==> src/rtl/alu_arbiter.sv <==
// alu_arbiter: two-requester round-robin sequencer that drives a shared ALU and returns its sampled result
module alu_arbiter #(
  parameter int ADD_WAIT = 2,
  parameter int LOGIC_WAIT = 1
) (
  input  logic       CLK,
  input  logic       RESET,
  input  logic       REQ0,
  input  logic       REQ1,
  input  logic [2:0] OP0,
  input  logic [2:0] OP1,
  input  logic [7:0] A0,
  input  logic [7:0] A1,
  input  logic [7:0] B0,
  input  logic [7:0] B1,
  output logic       GNT0,
  output logic       GNT1,
  output logic       DONE0,
  output logic       DONE1,
  output logic       ERR0,
  output logic       ERR1,
  output logic [7:0] RESULT,
  output logic       BUSY,
  output logic [7:0] ALU_DATA1,
  output logic [7:0] ALU_DATA2,
  output logic [2:0] ALU_SELECT,
  input  logic [7:0] ALU_RESULT
);
  typedef enum logic {IDLE, EXEC} state_t;
  localparam logic [3:0] AW = 4'(ADD_WAIT - 1);
  localparam logic [3:0] LW = 4'(LOGIC_WAIT - 1);
  state_t state_q, state_d;
  logic [3:0] cnt_q, cnt_d;
  logic gnt0_q, gnt0_d, gnt1_q, gnt1_d, done0_q, done0_d, done1_q, done1_d;
  logic err0_q, err0_d, err1_q, err1_d, busy_q, busy_d;
  logic last_q, last_d, owner_q, owner_d, rsv_q, rsv_d;
  logic [7:0] result_q, result_d, d1_q, d1_d, d2_q, d2_d;
  logic [2:0] sel_q, sel_d, op;
  logic win1;
  always_comb begin
    state_d = state_q;
    cnt_d = cnt_q;
    last_d = last_q;
    owner_d = owner_q;
    rsv_d = rsv_q;
    result_d = result_q;
    d1_d = d1_q;
    d2_d = d2_q;
    sel_d = sel_q;
    gnt0_d = 1'b0;
    gnt1_d = 1'b0;
    done0_d = 1'b0;
    done1_d = 1'b0;
    err0_d = 1'b0;
    err1_d = 1'b0;
    // on a tie, requester 1 wins only if requester 0 was granted last
    win1 = REQ1 & (~REQ0 | ~last_q);
    op = win1 ? OP1 : OP0;
    if (state_q == IDLE && (REQ0 | REQ1)) begin
      state_d = EXEC;
      owner_d = win1;
      last_d = win1;
      gnt0_d = ~win1;
      gnt1_d = win1;
      rsv_d = op[2];
      cnt_d = op[2] ? 4'd0 : (op == 3'b001 ? AW : LW);
      if (!op[2]) begin
        d1_d = win1 ? A1 : A0;
        d2_d = win1 ? B1 : B0;
        sel_d = op;
      end
    end else if (state_q == EXEC) begin
      if (cnt_q != 4'd0) cnt_d = cnt_q - 4'd1;
      else begin
        state_d = IDLE;
        result_d = rsv_q ? 8'h00 : ALU_RESULT;
        done0_d = ~owner_q;
        done1_d = owner_q;
        err0_d = rsv_q & ~owner_q;
        err1_d = rsv_q & owner_q;
      end
    end
    busy_d = (state_d == EXEC) | done0_d | done1_d;
  end
  always_ff @(posedge CLK) begin
    if (RESET) begin
      state_q <= IDLE;
      cnt_q <= 4'd0;
      last_q <= 1'b1;
      owner_q <= 1'b0;
      rsv_q <= 1'b0;
      result_q <= 8'h00;
      d1_q <= 8'h00;
      d2_q <= 8'h00;
      sel_q <= 3'b000;
      gnt0_q <= 1'b0;
      gnt1_q <= 1'b0;
      done0_q <= 1'b0;
      done1_q <= 1'b0;
      err0_q <= 1'b0;
      err1_q <= 1'b0;
      busy_q <= 1'b0;
    end else begin
      state_q <= state_d;
      cnt_q <= cnt_d;
      last_q <= last_d;
      owner_q <= owner_d;
      rsv_q <= rsv_d;
      result_q <= result_d;
      d1_q <= d1_d;
      d2_q <= d2_d;
      sel_q <= sel_d;
      gnt0_q <= gnt0_d;
      gnt1_q <= gnt1_d;
      done0_q <= done0_d;
      done1_q <= done1_d;
      err0_q <= err0_d;
      err1_q <= err1_d;
      busy_q <= busy_d;
    end
  end
  assign GNT0 = gnt0_q;
  assign GNT1 = gnt1_q;
  assign DONE0 = done0_q;
  assign DONE1 = done1_q;
  assign ERR0 = err0_q;
  assign ERR1 = err1_q;
  assign RESULT = result_q;
  assign BUSY = busy_q;
  assign ALU_DATA1 = d1_q;
  assign ALU_DATA2 = d2_q;
  assign ALU_SELECT = sel_q;
endmodule

==> config.mk <==
export PLATFORM = sky130hd
export DESIGN_NAME = alu_arbiter
export DESIGN_NICKNAME = d
export VERILOG_FILES = /design/src/rtl/alu_arbiter.sv
export SDC_FILE = /design/constraint.sdc
export NUM_CORES = 1
export LEC_CHECK = 0
export CORE_MARGIN = 2
export CORE_UTILIZATION = 43
export DETAILED_ROUTE_END_ITERATION = 7
export PLACE_DENSITY_LB_ADDON = 0.1
export SYNTH_ARGS = -nofsm -noshare
export SYNTH_HDL_FRONTEND = slang
export SYNTH_SLANG_ARGS = --single-unit
==> constraint.sdc <==
create_clock -name CLK -period 3 [get_ports CLK]
set_clock_uncertainty 0.15 [all_clocks]
set_input_delay 0.3 -clock CLK [delete_from_list [all_inputs] [get_ports CLK]]
set_output_delay 0.3 -clock CLK [all_outputs]
set_load 0.01 [all_outputs]
==> impl_metrics.py, run 1 <==
metrics = {
    "worst_setup_path": {
        "crit_required_ns": 3.05,
        "rr_worst_depth": 6,
        "critical_path_source_type": "input pin",
        "worst_path_largest_cell_delay_ns": 0.55,
        "crit_fanout": 38,
        "crit_arrival_ns": 1.97,
        "path_class": "input pin to flip-flop",
        "timing.critical_path.slowest_stage_cell": "sky130_fd_sc_hd__clkdlybuf4s50_1",
        "crit_path_cell_trace": "clkdlybuf4s50_1, a21boi_1, a32o_1, buf_4, nand3_1, o32ai_1",
        "end_kind": "flip-flop",
    },
    "place": {
        "place.port_buffers": 82,
        "dpl-instance-area_mm2": 0.002517,
        "place_congestion": 0.8586,
        "dp_hpwl_mm": 2.896,
    },
    "clock_network": {
        "h_tree_lvls": 2,
        "postCtsSetupBuffers": 0,
        "cts_repair_resize_count": 0,
        "clock_path_buffers": 2,
        "worst_skew_pair.late_latency_ns": 0.29,
        "tritoncts": "done",
        "cts-buffers-inserted": 5,
        "clock_tree.root_cell": "sky130_fd_sc_hd__clkbuf_8",
        "cts_hold_repair.buffers": 0,
        "cts.sink_count": 41,
        "clkSlewWorstSetupHoldPaths_ns": 0.07,
    },
    "global_route": {
        "busiest_layer": "met2",
        "grt_util_met3_pct": 7.939,
        "pin_count_of_the_biggest_net_entering_global_routing": 39,
        "tot_gr_track_use_pct": 19.81,
        "wire_length_of_the_first_global_routing_pass_mm": 6.582,
        "grt_antenna_before_repair": 0,
        "grt_pass1_vias": 1424,
        "global_route.overflow_total": 0,
        "grt_use_met1_pct": 23.41,
        "gr_layer_usage_met2_pct": 31.87,
    },
    "power": {
        "totalPowerFinal_mw": 1.385,
        "comb_power_share_pct": 24.2,
        "clock_power_share_pct": 30.5,
        "cellLeakagePower_nw": 0.9910,
        "ir_drop_uv": 270.0,
        "switching_share_pct": 26.01,
        "cell_internal_pwr_mw": 1.025,
        "seqPwrFrac_pct": 45.3,
        "total_switching_power_mw": 0.3602,
        "power_per_cell_area_mw_per_mm2": 528.3,
    },
    "detailed_routing": {
        "antenna_violating_nets_post_route": 0,
        "firstDrtPassIters": 4,
        "dr_total_vias": 1581,
        "drc": 0,
        "detail_route.wirelength_mm": 4.110,
        "routedWlPerCell_um": 13.09,
        "drt_iter0_markers": 79,
        "post_drt_via_cell_ratio": 5.035,
    },
    "final_layout": {
        "layout-area-overhead-vs-synth_pct": 53.82,
        "nets": 317,
        "final_layout_size_suffix_gt1_share_pct": 9.774,
        "finalCoreUtilization_pct": 70.02,
        "final_non_filler_cell_area_mm2": 0.002621,
        "insertedDiodeCount": 0,
    },
    "floorplanning": {
        "core_area_mm2": 0.003744,
        "effective_utilization_at_floorplan_pct": 45.52,
        "io_count": 84,
        "fp-row-count": 22,
        "chip_width_um": 66.96,
        "die_height_um": 66.96,
        "die_area_mm2": 0.004483,
    },
    "timing": {
        "layout_min_cycle_time_ns": 1.917,
        "final.setup.tns_ns": 0,
        "final-hold-violation-count": 0,
        "final_min_period_over_clock_period_pct": 63.90,
        "fmax_mhz": 521.7,
        "drv_slew": 0,
        "grt_setup_unrepaired": "no",
        "finalSetupViolations": 0,
    },
    "yosys": {
        "yosys_register_bits": 41,
        "top_reg_cell_synth": "sky130_fd_sc_hd__dfxtp_1",
        "synth-warning-count": 0,
        "postSynthAreaPerCell_um2": 9.113,
        "synthCells": 187,
        "synth.cell_area_mm2": 0.001704,
        "synth_sequential_area_ratio_pct": 48.16,
        "synth_fp_nets": 238,
        "synth_edf_count": 0,
        "synth_async_sr_flop_share_pct": 0,
        "synth_cell_types": 39,
    },
    "run": {
        "maxCapViolCount": 0,
    },
    "hold_path": {
        "worst_hold_path.num_cells": 1,
        "hp-class": "flip-flop to flip-flop",
    },
    "outcome": {
        "result_of_the_run": "completed",
    },
}
==> synthesized netlist by cell type (3+ instances only) <==
| master | instances | share of area, % |
|---|---|---|
| sky130_fd_sc_hd__dfxtp_1 | 41 | 48 |
| sky130_fd_sc_hd__buf_4 | 4 | 1.8 |
| sky130_fd_sc_hd__buf_6 | 3 | 2.0 |
| sky130_fd_sc_hd__nand2_1 | 41 | 9.0 |
| sky130_fd_sc_hd__a22o_2 | 8 | 4.7 |
| sky130_fd_sc_hd__buf_2 | 3 | 0.88 |
| sky130_fd_sc_hd__nor3_1 | 4 | 1.2 |
| sky130_fd_sc_hd__a311oi_1 | 17 | 8.7 |
| sky130_fd_sc_hd__a21oi_1 | 4 | 1.2 |
| sky130_fd_sc_hd__nor2_1 | 26 | 5.7 |
| sky130_fd_sc_hd__inv_1 | 4 | 0.88 |
==> metal layers <==
metal | vias up | part of all wire, %
li1 | 813 | -
met1 | 706 | 41
met2 | 54 | 50
met3 | 8 | 7.7
met4 | 0 | 1.8
met5 | - | 0
==> cell usage in the layout, fill, tap and decap left out, drive strengths merged <==
master	netlist	final
nor3	4	4
inv	4	4
a211oi	2	2
a31oi	1	1
nor2b	1	1
o311ai	1	1
bufinv	0	1
ha	1	1
nor2	27	27
a32o	1	1
a21oi	4	4
nand3b	1	1
mux2i	1	1
o32ai	1	1
nand4b	1	1
a22o	8	8
mux2	1	1
nand2	42	42
nand3	1	1
clkinv	0	1
clkbuf	2	5
buf	11	3
a21boi	1	1
dfxtp	41	41
clkdlybuf4s50	0	82
and2	1	1
xnor2	1	1
nand2b	1	1
conb	1	1
a311oi	17	17
o21bai	1	1
a21bo	1	1
or3	2	2
and3	1	1
o21ai	2	2
or4	1	1
nor4	1	1
==> sequential cells by signal, summed over array words and instances (netlist names) <==
register	count
GNT0	1
rsv_q	1
cnt_q	4
ALU_DATA2	8
GNT1	1
DONE0	1
DONE1	1
RESULT	8
BUSY	1
ALU_DATA1	8
ALU_SELECT	2
owner_q	1
state_q	1
ERR0	1
ERR1	1
last_q	1
==> metrics by stage <==
stage | instances | hold WS (ns) | worst slack (ns)
2_1_floorplan | 187 | 0.2799 | 1.359
3_3_place_gp | 307 | 0.3025 | 0.8629
3_5_place_dp | 307 | 0.2995 | 0.7792
4_1_cts | 314 | 0.3183 | 1.074
5_1_grt | 314 | 0.3470 | 0.9333
6_report | 314 | 0.3156 | 1.083
==> power by group through the flow <==
stage               clock network, mW  registers [mW]  logic, mW
floorplan                           0           0.653      0.157
global placement                    0           0.638      0.334
detailed placement                  0           0.640      0.337
CTS                             0.432           0.628      0.338
global route                    0.460           0.635      0.365
finish                          0.423           0.627      0.335
==> layout make-up <==
type	count	area, µm²
fill	308	1122
timing repair buffer	85	843.3
inverter	4	15.01
multi-input combinational	129	778.2
tap	48	60.06
clock buffer	5	68.82
sequential	41	820.8
clock inverter	2	35.03
==> critical path: cells and delay by family <==
family                 cells  cell delay (ns)
AO/OA/AOI/OAI              3             0.65
buffers and inverters      2             0.88
AND/OR/NAND/NOR            1             0.14
==> kinds of logic (layout without fill, tap and decap cells) <==
kind of cell | count (synthesis) | in the layout | synth area share (%)
other | 1 | 1 | 0.2201
DFF | 41 | 41 | 48.16
buffers and inverters | 17 | 96 | 6.167
AOI/OAI and AO/OA | 40 | 40 | 21.00
adders and majority gates | 1 | 1 | 0.7341
and+or+nand+nor | 84 | 84 | 21.95
xor gates and xnor gates | 1 | 1 | 0.5140
muxes | 2 | 2 | 1.248
==> final timing paths <==
path / start / endpoint / slack (ns)
max: REQ1 / cnt_q[0] / 1.08
min: owner_q / ERR0 / 0.32
max reg2reg: cnt_q[0] / RESULT[7] / 1.18
min reg2reg: owner_q / ERR0 / 0.32
Note: power is estimated with default switching activity, not from simulation.
==> inputs of run 2 (changes only) <==
CORE_UTILIZATION = 36   (was 43)
clock period = 1.7 ns   (was 3 ns; I/O delays follow)
==> impl_metrics.py, run 2 (synthesis gave the netlist of run 1 again) <==
metrics = {
    "outcome": {
        "result_of_the_run": "completed",
    },
    "worst_setup_path": {
        "critical_path_source_type": "flip-flop",
        "rrSetupSlack_ns": 0.06,
        "path_class": "flip-flop to flip-flop",
        "crit_required_ns": 1.79,
        "end_kind": "flip-flop",
        "crit_arrival_ns": 1.73,
        "crit_fanout": 5,
    },
    "final_layout": {
        "final_non_filler_cell_area_mm2": 0.002729,
        "layout.cells.most_common": "sky130_fd_sc_hd__clkdlybuf4s50_1",
        "final_layout_size_suffix_gt1_share_pct": 13.72,
        "layout-area-overhead-vs-synth_pct": 60.13,
        "insertedDiodeCount": 0,
        "nets": 327,
        "mostFrequentLayoutCells": "sky130_fd_sc_hd__clkdlybuf4s50_1 (82), sky130_fd_sc_hd__dfxtp_1 (41), sky130_fd_sc_hd__nand2_1 (41)",
    },
    "clock_network": {
        "cts_hold_repair.buffers": 0,
        "tritoncts": "done",
        "clock_tree.root_cell": "sky130_fd_sc_hd__clkbuf_8",
        "clkSlewWorstSetupHoldPaths_ns": 0.08,
        "worst_skew_pair.late_latency_ns": 0.29,
        "cts.sink_count": 41,
        "cts-buffers-inserted": 5,
        "h_tree_lvls": 2,
        "clock_path_buffers": 2,
    },
    "power": {
        "ir_drop_uv": 459.5,
        "cell_internal_pwr_mw": 1.855,
        "power_per_cell_area_mw_per_mm2": 928.2,
        "seqPwrFrac_pct": 43.6,
        "comb_power_share_pct": 25.0,
        "switching_share_pct": 26.75,
        "clock_power_share_pct": 31.4,
        "total_switching_power_mw": 0.6775,
        "cellLeakagePower_nw": 1.048,
    },
    "timing": {
        "fin_hold_ws_ns": 0.2908,
        "layout_min_cycle_time_ns": 1.640,
        "final_min_period_over_clock_period_pct": 96.49,
        "final-hold-violation-count": 0,
        "grt_setup_unrepaired": "no",
        "drv_slew": 0,
        "fmax_mhz": 609.6,
        "final.setup.tns_ns": 0,
        "finalSetupViolations": 0,
    },
    "hold_path": {
        "hp-class": "input pin to flip-flop",
    },
    "global_route": {
        "wire_length_of_the_first_global_routing_pass_mm": 6.417,
        "global_route.overflow_total": 0,
        "tot_gr_track_use_pct": 15.79,
        "grt_antenna_before_repair": 0,
        "pin_count_of_the_biggest_net_entering_global_routing": 26,
        "grt_pass1_vias": 1391,
    },
    "floorplanning": {
        "chip_width_um": 72.80,
        "core_area_mm2": 0.004629,
        "die_area_mm2": 0.005300,
        "die_height_um": 72.80,
        "effective_utilization_at_floorplan_pct": 36.81,
        "fp-row-count": 25,
        "io_count": 84,
    },
    "detailed_routing": {
        "routedWlPerCell_um": 12.56,
        "firstDrtPassIters": 4,
        "drt_iter0_markers": 45,
        "dr_total_vias": 1605,
        "detail_route.wirelength_mm": 4.158,
        "post_drt_via_cell_ratio": 4.849,
        "antenna_violating_nets_post_route": 0,
        "drc": 0,
    },
    "place": {
        "dp_hpwl_mm": 3.047,
        "place.port_buffers": 82,
        "dpl-instance-area_mm2": 0.002613,
        "place_congestion": 0.8269,
    },
    "run": {
        "maxCapViolCount": 0,
    },
}
run 2: cell types whose count changed in the layout (fill, tap and decap cells not counted), sizes merged:
cell      delta
buf         +10
clkinvlp     +1
run 2: worst max-delay path, stage by stage (launching register included):
cell and delay [ns]:
sky130_fd_sc_hd__dfxtp_1 0.37, sky130_fd_sc_hd__inv_1 0.05, sky130_fd_sc_hd__ha_1 0.22, sky130_fd_sc_hd__buf_4 0.17
sky130_fd_sc_hd__a21oi_1 0.20, sky130_fd_sc_hd__mux2_2 0.36, sky130_fd_sc_hd__nor2_1 0.07
run 2: final timing paths:
path | start | endpoint | cells after the start
max reg2reg | cnt_q[0] | cnt_q[1] | 6
min | A1[2] | ALU_DATA1[2] | 3
max | cnt_q[0] | cnt_q[1] | 6
min reg2reg | RESULT[4] | RESULT[4] | 1
run 2: power by group through the flow:
stage               logic, mW  clock network (mW)  registers, mW
floorplan               0.277                   0           1.15
global placement        0.636                   0           1.13
detailed placement      0.640                   0           1.13
CTS                     0.642               0.817           1.10
global route            0.696               0.854           1.12
finish                  0.634               0.795           1.10
run 2: cell type report:
| type | instances | area, µm² |
|---|---|---|
| Clock buffer | 5 | 68.82 |
| Timing Repair Buffer | 95 | 930.9 |
| Inverter | 4 | 15.01 |
| Clock inverter | 3 | 46.29 |
| Sequential cell | 41 | 820.8 |
| Fill cell | 451 | 1901 |
| Multi-Input combinational cell | 129 | 779.5 |
| Tap cell | 54 | 67.56 |
run 2: stage by stage:
stage               utilization, %  cells  power, mW  setup WS (ns)
finish                       58.95    331      2.533        0.05962
detailed placement           56.43    323      1.766        -0.2096
CTS                          58.92    331      2.563        0.07057
floorplan                        -    187      1.430        0.05884
global route                 58.95    331      2.665        0.02126
global placement             56.43    323      1.761        -0.1341
run 2: metal layers:
metal	vias up	track usage (%)	share of wire [%]
li1	838	-	-
met1	720	18.97	43
met2	47	25.56	49
met3	0	7.597	8.0
met4	0	3.704	0
met5	-	0	0
run 2: timing repair:
item	CTS	global route
endpoints found under the setup margin	0	7
endpoints found under the hold margin	0	0
setup buffers	0	0
resized for setup	0	1
